===== config.mk =====
export PLATFORM = sky130hd
export DESIGN_NAME = gpio_sram_scan_ctrl
export DESIGN_NICKNAME = d
export VERILOG_FILES = /design/src/rtl/gpio_sram_scan_ctrl.sv
export SDC_FILE = /design/constraint.sdc
export NUM_CORES = 1
export LEC_CHECK = 0
export BUFFER_PORTS_ARGS = -buffer_cell sky130_fd_sc_hd__buf_2
export CORE_MARGIN = 2
export CORE_UTILIZATION = 40
export CTS_BUF_LIST = sky130_fd_sc_hd__clkbuf_16
export DETAILED_ROUTE_END_ITERATION = 10
export PLACE_DENSITY = 0.65
export SLEW_MARGIN = 30
export SYNTH_ARGS = -nofsm -noshare
export SYNTH_HDL_FRONTEND = slang
export SYNTH_SLANG_ARGS = --single-unit

===== constraint.sdc =====
create_clock -name clk -period 4.6 [get_ports clk]
set_clock_uncertainty 0.05 [all_clocks]
set_input_delay 0.92 -clock clk [delete_from_list [all_inputs] [get_ports clk]]
set_output_delay 0.92 -clock clk [all_outputs]
set_load 0.01 [all_outputs]

===== src/rtl/gpio_sram_scan_ctrl.sv =====
// Chip-side responder for the GPIO SRAM scan protocol: a serial frame register, a
// one-shot issue FSM driving one of NUM_BANKS dual-port SRAM banks, and read capture.
module gpio_sram_scan_ctrl #(
    parameter int NUM_BANKS = 4,
    parameter int ADDR_W    = 16,
    parameter int DATA_W    = 32,
    parameter int WMASK_W   = 4,
    parameter int READ_LAT  = 1
) (
    input  logic                        clk,
    input  logic                        resetn,
    input  logic                        scan_in,
    input  logic                        scan_en,
    input  logic                        sram_load,
    input  logic                        global_csb,
    output logic                        scan_out,
    output logic                        busy,
    output logic                        sel_err,
    output logic [NUM_BANKS-1:0]        sram_csb0,
    output logic [NUM_BANKS-1:0]        sram_csb1,
    output logic                        sram_web0,
    output logic                        sram_web1,
    output logic [WMASK_W-1:0]          sram_wmask0,
    output logic [WMASK_W-1:0]          sram_wmask1,
    output logic [ADDR_W-1:0]           sram_addr0,
    output logic [ADDR_W-1:0]           sram_addr1,
    output logic [DATA_W-1:0]           sram_din0,
    output logic [DATA_W-1:0]           sram_din1,
    input  logic [NUM_BANKS*DATA_W-1:0] sram_dout0,
    input  logic [NUM_BANKS*DATA_W-1:0] sram_dout1
);

    localparam int PORT_W  = ADDR_W + DATA_W + 2 + WMASK_W;
    localparam int FRAME_W = 4 + 2 * PORT_W;
    localparam int CNT_W   = (READ_LAT > 1) ? $clog2(READ_LAT) : 1;

    typedef struct packed {
        logic [ADDR_W-1:0]  addr;
        logic [DATA_W-1:0]  din;
        logic               csb;
        logic               web;
        logic [WMASK_W-1:0] wmask;
    } port_t;

    typedef struct packed {
        logic [3:0] sel;
        port_t      p0;
        port_t      p1;
    } frame_t;

    typedef enum logic [1:0] {
        S_IDLE,
        S_ISSUE,
        S_WAIT,
        S_DONE
    } state_t;

    state_t             state_q, state_d;
    frame_t             frame_q, frame_d;
    frame_t             cmd_q, cmd_d;
    logic [CNT_W-1:0]   cnt_q, cnt_d;
    logic [DATA_W-1:0]  rdata0_q, rdata0_d;
    logic [DATA_W-1:0]  rdata1_q, rdata1_d;
    logic               sel_err_q, sel_err_d;
    logic               armed_q, armed_d;
    logic               load_pend_q, load_pend_d;

    logic               frame_sel_ok;
    logic               cmd_sel_ok;
    logic [DATA_W-1:0]  dout0_sel;
    logic [DATA_W-1:0]  dout1_sel;

    assign scan_out     = frame_q[FRAME_W-1];
    assign busy         = (state_q != S_IDLE);
    assign sel_err      = sel_err_q;
    assign frame_sel_ok = (int'(frame_q.sel) < NUM_BANKS);
    assign cmd_sel_ok   = (int'(cmd_q.sel) < NUM_BANKS);

    always_comb begin
        dout0_sel = '0;
        dout1_sel = '0;
        for (int b = 0; b < NUM_BANKS; b++) begin
            if (cmd_q.sel == 4'(b)) begin
                dout0_sel = sram_dout0[b*DATA_W +: DATA_W];
                dout1_sel = sram_dout1[b*DATA_W +: DATA_W];
            end
        end
    end

    // NOTE: every variable gets its default before any branch, so no path leaves one unassigned and no latch is inferred.
    always_comb begin
        state_d     = state_q;
        frame_d     = frame_q;
        cmd_d       = cmd_q;
        cnt_d       = cnt_q;
        rdata0_d    = rdata0_q;
        rdata1_d    = rdata1_q;
        sel_err_d   = sel_err_q;
        armed_d     = armed_q;
        load_pend_d = load_pend_q;

        // A low strobe only re-arms after a high level; lows seen while busy are dropped.
        if (global_csb) begin
            armed_d = 1'b1;
        end else if (busy) begin
            armed_d = 1'b0;
        end

        case (state_q)
            S_IDLE: begin
                if (!global_csb && !scan_en && armed_q) begin
                    cmd_d     = frame_q;
                    sel_err_d = !frame_sel_ok;
                    armed_d   = 1'b0;
                    state_d   = S_ISSUE;
                end
            end
            S_ISSUE: begin
                cnt_d   = CNT_W'(READ_LAT - 1);
                state_d = S_WAIT;
            end
            S_WAIT: begin
                if (cnt_q == '0) begin
                    if (cmd_sel_ok && !cmd_q.p0.csb && cmd_q.p0.web) begin
                        rdata0_d = dout0_sel;
                    end
                    if (cmd_sel_ok && !cmd_q.p1.csb && cmd_q.p1.web) begin
                        rdata1_d = dout1_sel;
                    end
                    state_d = S_DONE;
                end else begin
                    cnt_d = cnt_q - 1'b1;
                end
            end
            S_DONE: begin
                state_d = S_IDLE;
            end
            default: begin
                state_d = S_IDLE;
            end
        endcase

        // Shifting wins over load; a load seen while busy waits for IDLE unless a shift cancels it.
        if (scan_en) begin
            frame_d     = frame_t'({frame_q[FRAME_W-2:0], scan_in});
            load_pend_d = 1'b0;
        end else if (sram_load || load_pend_q) begin
            if (busy) begin
                load_pend_d = 1'b1;
            end else begin
                load_pend_d = 1'b0;
                if (!cmd_q.p0.csb && cmd_q.p0.web) begin
                    frame_d.p0.din = rdata0_q;
                end
                if (!cmd_q.p1.csb && cmd_q.p1.web) begin
                    frame_d.p1.din = rdata1_q;
                end
            end
        end
    end

    // SRAM pins are decoded straight from state so an async reset releases them at once.
    always_comb begin
        sram_csb0   = '1;
        sram_csb1   = '1;
        sram_web0   = 1'b1;
        sram_web1   = 1'b1;
        sram_wmask0 = '0;
        sram_wmask1 = '0;
        sram_addr0  = '0;
        sram_addr1  = '0;
        sram_din0   = '0;
        sram_din1   = '0;
        if (state_q == S_ISSUE) begin
            sram_web0   = cmd_q.p0.web;
            sram_web1   = cmd_q.p1.web;
            sram_wmask0 = cmd_q.p0.wmask;
            sram_wmask1 = cmd_q.p1.wmask;
            sram_addr0  = cmd_q.p0.addr;
            sram_addr1  = cmd_q.p1.addr;
            sram_din0   = cmd_q.p0.din;
            sram_din1   = cmd_q.p1.din;
            for (int b = 0; b < NUM_BANKS; b++) begin
                if (cmd_q.sel == 4'(b)) begin
                    sram_csb0[b] = cmd_q.p0.csb;
                    sram_csb1[b] = cmd_q.p1.csb;
                end
            end
        end
    end

    // NOTE: state registers use non-blocking assignments so every flop samples pre-edge values.
    always_ff @(posedge clk or negedge resetn) begin
        if (!resetn) begin
            state_q     <= S_IDLE;
            frame_q     <= '0;
            cmd_q       <= '0;
            cnt_q       <= '0;
            rdata0_q    <= '0;
            rdata1_q    <= '0;
            sel_err_q   <= 1'b0;
            armed_q     <= 1'b0;
            load_pend_q <= 1'b0;
        end else begin
            state_q     <= state_d;
            frame_q     <= frame_d;
            cmd_q       <= cmd_d;
            cnt_q       <= cnt_d;
            rdata0_q    <= rdata0_d;
            rdata1_q    <= rdata1_d;
            sel_err_q   <= sel_err_d;
            armed_q     <= armed_d;
            load_pend_q <= load_pend_d;
        end
    end

endmodule


# After elaboration in Yosys (flattened, before gate mapping)
# Index checks and enable logic that the tools add are counted.
[classes]
n_addsub = 1
magnitude_cmp = 2
eq_ne = 9
muxes = 46
bitwise_logic = 1
n_reduce_logical = 27
[ops]
columns = ["op", "count"]
rows = [
  ["$mux W32", 18],
  ["$mux W16", 2],
  ["$mux W1", 18],
  ["$mux W4", 4],
  ["$reduce_and A3 Y1", 4],
  ["$reduce_bool A2 Y1", 5],
  ["$eq A4 B2 Y1 const B", 2],
  ["$logic_and A1 B1 Y1", 8],
  ["$lt A4 B3 Y1 const B", 2],
  ["$pmux W2 S4", 1],
  ["$ne A2 B2 Y1 const B", 3],
  ["$logic_not A1 Y1", 5],
  ["$eq A2 B2 Y1 const B", 2],
  ["$eq A4 B1 Y1 const B", 1],
  ["$logic_not A4 Y1", 1],
  ["$mux W2", 2],
  ["$reduce_and A2 Y1", 2],
  ["$eq A2 B1 Y1 const B", 1],
  ["$logic_not A2 Y1", 1],
  ["$pmux W1 S2", 1],
  ["$logic_or A1 B1 Y1", 1],
  ["$not A1 Y1", 1],
  ["$sub A1 B1 Y1 const B", 1],
]
[totals]
ff_bits = 294
inputBits = 262
out_inout_bits = 117
elab_cells = 115

# Logic depth before layout (Yosys ltp)
[depth]
depth_word = 6
ltp_mapped = 8
mapped_depth_nobuf = 6

# Worst setup path before layout
# Ideal clock, no wire load.
[synth_timing]
path_kind = "flip-flop to output port"
startpoint = "reg state_q[1]"
endpoint = "out sram_addr0[10]"
arrival_ns = 1.461
required_ns = 3.630
path_slack_ns = 2.169
path_stages_with_launch = 7
n_path_buf = 3
cell_sequence = "dfrtp_1 inv_1 ha_1 clkbuf_1 clkbuf_1 clkbuf_1 and2_1"
[synth_between]
elab_chain_cells = 2
[synth_rtl]
columns = ["element", "line_no", "source"]
rows = [
  ["from (decl)", "58", "state_t state_q, state_d;"],
  ["from (signal assigned)", "205", "state_q <= state_d;"],
  ["$eq A2 B1 Y1", "174", "if (state_q == S_ISSUE) begin"],
  ["$mux W16", "174", ""],
  ["to (decl)", "25", "output logic [ADDR_W-1:0] sram_addr0,"],
]
# Every way passes these cells.

# Final worst setup path
[layout_timing]
startpoint = "reg state_q[1]"
endpoint = "out sram_din0[26]"
[layout_between]
elab_chain_cells = 2
[layout_rtl]
columns = ["element", "line_no", "source"]
rows = [
  ["$eq A2 B1 Y1", "174", ""],
  ["$mux W32", "174", ""],
  ["to (decl)", "27", "output logic [DATA_W-1:0] sram_din0,"],
]
# Every way passes these cells.

==> run summary <==
syn avg cell area: 11.32 um^2
Routed Antenna Nets: 0
count of final max-slew check failures: 0
setup TNS: 0 ns
most used flip-flop cell after synthesis: dfrtp_1
post-CTS sizing: 0
die width: 192.6 um
clk slew on worst S/H paths: 0.06 ns
dpl cell area: 16430 um^2
Pre-antenna DRT Iters: 8
final period utilization: 71.41%
hold buffers post-CTS: 0
post-synth net total: 1523
drt initial violations: 504
Final Power: 10.85 mW
die height: 192.6 um
Final Instance Area: 17550 um^2
GRT Residual Overflow: 0
Tmin final: 3.285 ns
Max Cap Viol: 0
worst endpoint data arrival time: 2.31 ns
TritonCTS clock tree: built
final hold slack: 0.2938 ns
CTS buffer count: 34
clk sink count: 293
share of layout cells above drive strength 1: 40.30%
Netlist cell types: 32
Top Ports: 379
CTS max path bufs: 3
met3 routed WL: 2.238 mm
synthesis warning total: 0
status: finished clean
number of synthesized flops with an enable pin: 0
input/output buffers: 378
pre-CTS setup slack: 1.309 ns
Setup crit end kind: output pin
vias in the first global route: 10830
Final Core Density: 49.71%
Finish-stage setup viols: 0
top routing layer in use: met5
top-area cell type share of the netlist area: 51.54%
Core Rows: 69
GRT Util Overall: 20.77%
Die ar.: 37090 um^2
Peak Freq: 304.4 MHz
worst path required time: 3.63 ns
WL/cell: 18.97 um
vias: 10760
Pwr Density: 618.1 nW/um^2
Fin. Hold Viols: 0
Starting Density: 40.29%
Worst setup SP type: flop
Vias/cell: 5.174
crit path setup slack, layout: 1.315 ns
synthesis-to-layout area growth: 23.39%
initial antenna violation count: 3
RSZ-0062 raised after global routing: false
Static Leakage: 8.443 nW
Clock Latency Late Sink: 0.51 ns
CP Class: flop to output pin
asr flop ratio synth: 100.0%
top cells by area, synth: dfrtp_1, mux2_2, mux2_4
post-route met1 wirelength: 16.49 mm
Cell Area, Synth: 14230 um^2
first-pass GRT wire length: 59.37 mm
Post-route DRC: 0
Hold Crit Class: input port to async pin
Syn Inst Count: 1257
peak supply drop: 0.0002859 V
nets: 1859
Slew headroom: 42.34%
DRT Wirelength: 39.45 mm
H-Tree Depth: 2
core area: 35310 um^2
largest net degree at the start of global routing: 128
hpwl dp: 27.12 mm
slew of the pin with the lowest slew margin: 0.8649 ns
post-synthesis sequential area ratio: 51.54%
Synth Register Bits: 293
GP Congestion: 0.8019
Post-Layout Cell Count: 2080
root buffer cell: clkbuf_16
DP Cell Count: 2017
postcts setup bufs: 0
met2 routed wirelength: 19.45 mm
crit-path max FO: 90
Yosys top cell by area: dfrtp_1
==> synth_stat cells (3+ instances only) <==
cell type,instances
mux2_4,58
a21oi_1,58
o22ai_1,4
buf_8,5
and2_1,105
o2111ai_1,33
nand2b_1,37
clkbuf_1,49
mux2_2,134
buf_6,5
nor3_1,3
dfrtp_1,293
nand2_1,95
mux2i_1,65
a222oi_1,27
ha_1,4
buf_2,32
and3_1,4
nor2b_1,4
buf_4,8
nor2_1,66
a31oi_1,18
o21ai_0,104
inv_1,37
==> sequential cells by signal, indices dropped and copies added, names as in the netlist <==
name and cells:
armed_q 1, cmd_q 112, frame_q 111, load_pend_q 1, rdata0_q 32, rdata1_q 32
scan_out 1, sel_err 1, state_q 2
==> final timing paths <==
path / depth (start not counted) / slack [ns] / from / to
max: 5 / 1.32 / state_q[1]$_DFFE_PN0P_ / sram_din0[26]
min: 1 / 0.29 / resetn / cmd_q[95]$_DFFE_PN0P_
max reg2reg: 5 / 1.91 / cmd_q[111]$_DFFE_PN0P_ / rdata1_q[15]$_DFFE_PN0P_
min reg2reg: 1 / 0.45 / cmd_q[29]$_DFFE_PN0P_ / cmd_q[29]$_DFFE_PN0P_
max in group asynchronous: 2 / 3.26 / resetn / cmd_q[69]$_DFFE_PN0P_
min in group clk: 1 / 0.45 / cmd_q[29]$_DFFE_PN0P_ / cmd_q[29]$_DFFE_PN0P_
==> report_power, final <==
| part | internal, mW | total, mW | switching (mW) |
|---|---|---|---|
| sequential | 3.66 | 4.46 | 0.801 |
| combinational | 1.79 | 3.76 | 1.97 |
| clock | 1.58 | 2.63 | 1.06 |
==> cell families (layout without fill, tap and decap cells) <==
family / Yosys count / in the layout / share of synthesized area (%)
buffers and inverters: 136 / 497 / 4.740
muxes: 257 / 257 / 21.30
AOI/OAI and AO/OA: 249 / 249 / 10.90
DFF: 293 / 293 / 51.54
and+or+nand+nor: 318 / 318 / 11.17
other: 0 / 1 / 0
adders and majority gates: 4 / 4 / 0.3518
==> routing by layer <==
metal | vias up | global-route usage (%)
met2 | 363 | 36.83
met3 | 86 | 3.328
li1 | 5084 | -
met1 | 5226 | 25.53
met4 | 2 | 7.281
met5 | - | 0
==> layout make-up <==
type / instances / area, um^2
Clock buffer: 34 / 850.8
Multi-Input combinational cell: 828 / 6284
Clock inverter: 27 / 240.2
Tap cell: 461 / 576.8
Fill cell: 3253 / 17760
Sequential cell: 293 / 7337
Timing Repair Buffer: 399 / 2123
Inverter: 37 / 138.9
Antenna cell: 1 / 2.502
==> worst max-delay path, stage by stage (launching register included) <==
cell and delay [ns]:
dfrtp_1 0.40, inv_1 0.14, ha_4 0.65, buf_4 0.33, and2_1 0.16, buf_2 0.13
==> placed cells by master (no fill, tap or decap), drive strengths merged <==
master    synthesis  final
o22ai             4      4
a222oi           27     27
mux2i            65     65
diode             0      1
o21ai           104    104
a31o              1      1
clkinvlp          0      1
a21oi            60     60
and2            105    105
a31oi            18     18
o221ai            1      1
clkbuf           49     34
nand2b           37     37
bufinv            0      4
nor2             66     66
and3              4      4
nand2            95     95
o21a              1      1
clkinv            0     12
ha                4      4
buf              50    399
dfrtp           293    293
or2               1      1
o2111ai          33     33
nor3              4      4
nor2b             4      4
inv              37     47
nand3             2      2
mux2            192    192
Power figures use the tool's default switching activity.
